[src/rtl/tmr_scrub_ctrl.sv]
`default_nettype none
// ============================================================================
//  Module   : tmr_scrub_ctrl
//  Purpose  : Access initiator and patrol scrubber for a triplicated (TMR)
//             memory. Arbitrates the host port against a background patrol
//             reader that walks the full address space at a fixed interval,
//             and keeps the cycle after every read free of writes so the
//             memory can complete its scrub write-back.
//  Options  : TMR_SCRUB_STATS_EN - build the saturating completed-sweep
//             counter (sweep_count); otherwise sweep_count is tied to 0.
//  Revision : 1.0 - initial release
// ============================================================================
module tmr_scrub_ctrl #(
    parameter int ADDR_W         = 8,
    parameter int DATA_W         = 8,
    parameter int SCRUB_INTERVAL = 256,
    parameter int MAX_DEFER      = 15
) (
    input  logic              clk,
    input  logic              rst,
    input  logic              scrub_en,
    input  logic              h_req,
    input  logic              h_we,
    input  logic [ADDR_W-1:0] h_addr,
    input  logic [DATA_W-1:0] h_wdata,
    output logic              h_gnt,
    output logic              h_rvalid,
    output logic [DATA_W-1:0] h_rdata,
    output logic              m_we,
    output logic              m_re,
    output logic [ADDR_W-1:0] m_addr,
    output logic [DATA_W-1:0] m_wdata,
    input  logic [DATA_W-1:0] m_rdata,
    output logic [ADDR_W-1:0] patrol_addr,
    output logic              sweep_done,
    output logic [15:0]       sweep_count
);

    localparam int c_INT_W = $clog2(SCRUB_INTERVAL);
    localparam int c_DEF_W = $clog2(MAX_DEFER + 1);
    localparam logic [c_INT_W-1:0] c_RELOAD    = c_INT_W'(SCRUB_INTERVAL - 1);
    localparam logic [c_DEF_W-1:0] c_DEFER_MAX = c_DEF_W'(MAX_DEFER);
    localparam logic [ADDR_W-1:0]  c_LAST_ADDR = '1;

    typedef enum logic [0:0] {
        CNT  = 1'b0,
        PEND = 1'b1
    } state_t;

    state_t              r_state;
    logic [c_INT_W-1:0]  r_int_cnt;
    logic [c_DEF_W-1:0]  r_defer_cnt;
    logic [ADDR_W-1:0]   r_patrol_addr;
    logic                r_guard;
    logic [1:0]          r_tag;

    logic w_pend_live;
    logic w_forced;
    logic w_host_gnt;
    logic w_patrol_issue;

    // Arbitration: a starved patrol wins, then the host, then a pending patrol.
    // A host write is held off while the previous cycle issued a read.
    always_comb begin
        w_pend_live    = (r_state == PEND) && scrub_en;
        w_forced       = w_pend_live && (r_defer_cnt == c_DEFER_MAX);
        w_host_gnt     = !rst && !w_forced && h_req && !(h_we && r_guard);
        w_patrol_issue = !rst && w_pend_live && !w_host_gnt;
    end

    // Memory-side and host-side outputs, all forced low while in reset.
    always_comb begin
        h_gnt      = w_host_gnt;
        m_we       = w_host_gnt && h_we;
        m_re       = (w_host_gnt && !h_we) || w_patrol_issue;
        m_addr     = '0;
        if (w_host_gnt) begin
            m_addr = h_addr;
        end else if (w_patrol_issue) begin
            m_addr = r_patrol_addr;
        end
        m_wdata     = w_host_gnt ? h_wdata : '0;
        h_rvalid    = !rst && r_tag[1];
        h_rdata     = h_rvalid ? m_rdata : '0;
        sweep_done  = w_patrol_issue && (r_patrol_addr == c_LAST_ADDR);
        patrol_addr = r_patrol_addr;
    end

    // Patrol FSM, interval/defer counters, write guard and read-tag pipeline.
    always_ff @(posedge clk) begin
        if (rst) begin
            r_state       <= CNT;
            r_int_cnt     <= c_RELOAD;
            r_defer_cnt   <= '0;
            r_patrol_addr <= '0;
            r_guard       <= 1'b0;
            r_tag         <= 2'b00;
        end else begin
            r_guard <= m_re;
            // Only host reads are tagged; patrol read data is dropped.
            r_tag   <= {r_tag[0], w_host_gnt && !h_we};
            case (r_state)
                CNT: begin
                    r_defer_cnt <= '0;
                    if (scrub_en) begin
                        if (r_int_cnt == '0) begin
                            r_state <= PEND;
                        end else begin
                            r_int_cnt <= r_int_cnt - 1'b1;
                        end
                    end
                end
                PEND: begin
                    if (!scrub_en) begin
                        r_state     <= CNT;
                        r_int_cnt   <= c_RELOAD;
                        r_defer_cnt <= '0;
                    end else if (w_patrol_issue) begin
                        r_state       <= CNT;
                        r_int_cnt     <= c_RELOAD;
                        r_defer_cnt   <= '0;
                        r_patrol_addr <= r_patrol_addr + 1'b1;
                    end else if (r_defer_cnt != c_DEFER_MAX) begin
                        r_defer_cnt <= r_defer_cnt + 1'b1;
                    end
                end
                default: begin
                    r_state <= CNT;
                end
            endcase
        end
    end

`ifdef TMR_SCRUB_STATS_EN
    logic [15:0] r_sweep_count;

    // Completed-sweep counter, saturating so it never wraps back to a small value.
    always_ff @(posedge clk) begin
        if (rst) begin
            r_sweep_count <= 16'd0;
        end else if (sweep_done && (r_sweep_count != 16'hFFFF)) begin
            r_sweep_count <= r_sweep_count + 16'd1;
        end
    end

    assign sweep_count = r_sweep_count;
`else
    assign sweep_count = 16'd0;
`endif

endmodule
`default_nettype wire

[config.mk]
export PLATFORM = sky130hd
export DESIGN_NAME = tmr_scrub_ctrl
export DESIGN_NICKNAME = d
export VERILOG_FILES = /design/src/rtl/tmr_scrub_ctrl.sv
export SDC_FILE = /design/constraint.sdc
export NUM_CORES = 1
export LEC_CHECK = 0
export ABC_AREA = 1
export ABC_CLOCK_PERIOD_IN_PS = 1500
export BUFFER_PORTS_ARGS = -buffer_cell sky130_fd_sc_hd__buf_4
export CAP_MARGIN = 40
export CELL_PAD_IN_SITES_DETAIL_PLACEMENT = 1
export CELL_PAD_IN_SITES_GLOBAL_PLACEMENT = 1
export CORE_ASPECT_RATIO = 2
export CORE_MARGIN = 4
export CORE_UTILIZATION = 27
export DETAILED_ROUTE_END_ITERATION = 7
export GPL_TIMING_DRIVEN = 0
export PLACE_DENSITY = 0.88
export SKIP_LAST_GASP = 1
export SLEW_MARGIN = 15
export SYNTH_ARGS = -nofsm -noshare
export SYNTH_HDL_FRONTEND = slang
export SYNTH_SLANG_ARGS = --single-unit
[constraint.sdc]
create_clock -name clk -period 1.5 [get_ports clk]
set_input_delay 0.225 -clock clk [delete_from_list [all_inputs] [get_ports clk]]
set_output_delay 0.225 -clock clk [all_outputs]
set_load 0.02 [all_outputs]
* Yosys cells after proc, flatten, opt, wreduce, memory -nomap -nowiden
Index checks and enable logic that the tools add are counted.
Cells by class: add/sub/neg operators 3, equal/unequal tests 7, mux-type cells 18, bitwise operators 1, reduce and logical (&&, ||, !) cells 21
Operator list (number):
- 2-to-1 mux 8 bit | 8
- case mux 8 bit (2 select lines) | 1
- logical AND 1 bit | 12
- 2-to-1 mux 4 bit | 3
- adder 8 x 1 -> 8 bit, second input constant | 1
- == test 8 bit, second input constant | 1
- zero test 8 bit | 1
- case mux 4 bit (2 select lines) | 1
- subtractor 8 x 1 -> 8 bit, second input constant | 1
- AND reduction 3 bit | 2
- zero test 1 bit | 5
- adder 4 x 1 -> 4 bit, second input constant | 1
- == test 4 bit, second input constant | 1
- 2-to-1 mux 1 bit | 4
- inequality test 2 bit, second input constant | 2
- inequality test 4 x 2 -> 1 bit, second input constant | 1
- inequality test 4 bit, second input constant | 1
- inequality test 3 x 2 -> 1 bit, second input constant | 1
- case mux 1 bit (2 select lines) | 1
- logical OR 1 bit | 1
- NOT 1 bit | 1
Word-level totals: bits in registers 24, input bits 29

* Logic depth before layout (Yosys ltp)
depth after elaboration 11, mapped depth 10

* Worst setup path before layout
No wires, ideal clock.
path kind register -> output, from register r_defer_cnt[0], to output m_addr[0], arrival time 1.553 ns, required time 1.275 ns, slack -0.278 ns, stages on the path, launching flop included 9, path buffers 1, path through dfxtp_1 -> ha_1 -> nand2_1 -> nor2_2 -> nand2_1 -> nand2_4 -> nand2_4 -> buf_4 -> o21ai_0
On the way: word-level cells in the longest chain between the ends 10
RTL lines:
- start: declaration | RTL line 52 | logic [c_DEF_W-1:0] r_defer_cnt;
- start signal: assignment | RTL line 124 | r_defer_cnt <= r_defer_cnt + 1'b1;
- == test 4 bit (*) | RTL line 66 | w_forced = w_pend_live && (r_defer_cnt == c_DEFER_MAX);
- logical AND 1 bit (*) | RTL line 66
- zero test 1 bit (*) | RTL line 67 | w_host_gnt = !rst && !w_forced && h_req && !(h_we && r_guard);
- logical AND 1 bit (*) (3 in series) | RTL line 67
- zero test 1 bit | RTL line 68 | w_patrol_issue = !rst && w_pend_live && !w_host_gnt;
- logical AND 1 bit | RTL line 68
- 2-to-1 mux 8 bit | RTL line 79 | end else if (w_patrol_issue) begin
- 2-to-1 mux 8 bit (*) | RTL line 77 | if (w_host_gnt) begin
- end: declaration | RTL line 31 | output logic [ADDR_W-1:0] m_addr,
Every way passes the cells marked *; elsewhere a longest branch is shown, timed or not.

* Worst setup path in the final report
from register r_defer_cnt[0], to output m_addr[2]
The elaborated chain is that of the path after synthesis.

==> flow_summary.ini <==
[cells_and_area]
diodes = 0
register_area_um2 = 483
instances_no_fill = 425
drive_above_1_share = 0.434
multiInputGateArea_mm2 = 0.00115
nFillCells = 776
fin_util = 0.468
syn_to_final_growth_pct = 69.7
nets = 397

[yosys]
postSynth.asyncResetShare = 0
ys_ff_latch = 24
ys_seq_area_frac = 0.290
synth_area_mm2 = 0.00166
yosys_warnings = 0
synthFlopType = dfxtp_1
synth.most_common_cell = nand2_1
syn_area_per_cell_um2 = 6.35
synth_cells = 261
synth_top_area_frac = 0.290
yosysTopAreaCell = dfxtp_1
synth_edf_count = 0
synthDistinctLibCells = 29
netlist_top_cells_count = nand2_1, inv_1, nor2_1
synthTopCellsByArea = dfxtp_1, nand2_1, nand3_1, inv_1, nor2_1

[timing]
fin_crit_sh = 1.28
finalSetupViolCount = 38
finalClockSkew_ps = 4.71
rsz0062_at_grt = yes
fin_ws_ps = -425
worstMarginPinSlew_ps = 704
relSlewSlack = 0.531
tns_ps = -8680
fin_crit_ps = 1920
slew_viol_final = 0
max_freq_ghz = 0.520
hold_violations = 0

[worst_setup_path]
cp.arrival_ps = 1700
cp_num_buf_inv = 3
path_cells = ha_4, nand2_4, nor2_4, nand2_2, nand2_4, buf_4, inv_4, a22o_1, buf_4
critPathLaunchType = flop
max_stage_delay_ps = 350
cp_max_fo = 10
crit_required_ps = 1270
path_class = flop to output pin
crit_family = flip-flops
critPathSlowestCell = dfxtp_2
endpoint_kind = output pin

[global_route]
grt_max_degree = 13
grt_pass1_wl_um = 9800
grt_overflow = 0
grt_pass1_vias = 2082
track_usage = 0.162
antenna_found_initial = 0

[clock_network]
clkLatencyLatePin_ps = 260
cts_root_buf = clkbuf_16
clockBufferDepth = 2
clk_pin_slew_ps = 60
cts_tree = built
hold_buffers = 0
htree_levels = 1
cts_buffers = 3
clock-sinks = 24

[die]
die-area_mm2 = 0.00753
num_io_pins = 82
die_h_um = 119
rows = 40
die_w_um = 63.4
start_util = 0.276
core-area_mm2 = 0.00601

[power]
combPwrFrac = 0.230
ir_drop_mv = 0.311
fin_total_pwr_mw = 1.64
leakagePower_nw = 1.48
p_switching_mw = 0.461
p_sw_frac = 0.281
p_int_mw = 1.18
seqPwrFrac = 0.411
powerDensity_mw_per_mm2 = 583
power_frac_clock = 0.359

[route]
wl_per_cell_um = 17.0
via_per_inst = 4.80
final_antenna_net_count = 0
drc = 0
num_vias = 2041
drt_iter0_drc = 82
drt-total-wl_um = 7230
dr.pass1.iters = 4

[worst_hold_path]
hold_class = input pin to flop

[place]
io_buffers = 64
numPlacedInstances = 403
hpwl_um = 4510
place_ws_ps = -264
gp_congestion = 0.822

[status]
status = finished with violations
violations = negative setup slack

[job]
maxCapViolations = 0
-- sequential cells by signal (all words and copies together), names as in the netlist --
register	cells
r_tag	2
r_state	1
patrol_addr	8
r_int_cnt	8
r_guard	1
r_defer_cnt	4
-- cell families (layout without fill, tap and decap cells) --
group | Yosys count | in the layout | synth area share
and+or+nand+nor | 136 | 137 | 0.368
buffers and inverters | 67 | 152 | 0.202
AOI/OAI and AO/OA | 25 | 25 | 0.0875
DFF | 24 | 24 | 0.290
adders and majority gates | 4 | 4 | 0.0302
xor gates and xnor gates | 4 | 4 | 0.0211
other | 1 | 16 | 0.00226
-- layout by cell type (no fill, tap or decap), types with 2 or more instances in the layout --
cell / netlist / final
inv_4: 1 / 2
dfxtp_1: 24 / 22
dfxtp_2: 0 / 2
buf_6: 2 / 7
inv_2: 2 / 2
nand2_4: 4 / 7
nand4_1: 3 / 3
nor2_2: 2 / 6
buf_4: 17 / 90
inv_1: 40 / 39
a22o_1: 2 / 2
buf_8: 0 / 3
o21ai_2: 1 / 4
ha_1: 4 / 3
nor2_1: 36 / 28
nor2_4: 1 / 5
a21oi_2: 0 / 4
o21ai_4: 0 / 6
nand2_8: 0 / 3
conb_1: 1 / 16
nand3_1: 31 / 30
nand2_1: 55 / 46
o21ai_0: 13 / 5
nand2_2: 2 / 6
xor2_1: 4 / 4
clkbuf_16: 0 / 4
-- worst reg2reg max path: stages, from the launching register on --
cell and delay, ps:
dfxtp_2 350, ha_4 160, nand2_4 60, nor2_4 100, nand2_2 80, nand2_4 110, nand2_8 80, buf_8 130
buf_4 130, buf_8 140, o21ai_4 170, nand2_2 90, nor2_1 110
-- routing by layer --
metal / routed length [um] / global-route usage / vias to the layer above
li1: - / - / 984
met1: 2320 / 0.142 / 964
met2: 4290 / 0.346 / 71
met3: 319 / 0.0255 / 22
met4: 301 / 0.0514 / 0
met5: 0 / 0 / -
-- path summary, 6_finish.rpt --
path                        from              to  slack (ps)  cells past startpoint
hold / removal              h_we        r_tag[0]         160                      2
hold reg to reg         r_tag[0]        r_tag[1]         400                      2
setup reg to reg  r_defer_cnt[0]  patrol_addr[5]        -260                     12
setup / recovery  r_defer_cnt[0]       m_addr[2]        -420                      9
-- cell type report --
class,instances,area share
inverter,45,0.0623
clock buffer,3,0.0267
timing repair buffer,82,0.234
sequential,24,0.172
multi-input combinational,186,0.408
buffer,22,0.0694
tap,63,0.0280
-- power by group through the flow --
stage,clock network (mW),logic [mW],registers (mW)
2_1_floorplan,0,0.213,0.682
3_3_place_gp,0,0.323,0.686
3_5_place_dp,0,0.333,0.687
4_1_cts,0.583,0.353,0.673
5_1_grt,0.618,0.410,0.675
6_report,0.589,0.377,0.674
-- repair_timing --
action                     in CTS  in global routing
cloned                          1                  0
gates resized for setup        18                 39
setup buffers                   7                 11
setup endpoints to repair      28                 37
pin swaps                       5                  8
-- stage by stage --
| stage | instance area [um2] | hold slack (ps) |
|---|---|---|
| final | 2810 | 163 |
| after global routing | 2810 | 163 |
| after CTS | 2570 | 162 |
| after detailed placement | 2370 | 398 |
| after global placement | 2370 | 396 |
| after floorplan | 1810 | 297 |
Power figures use the tool's default switching activity.
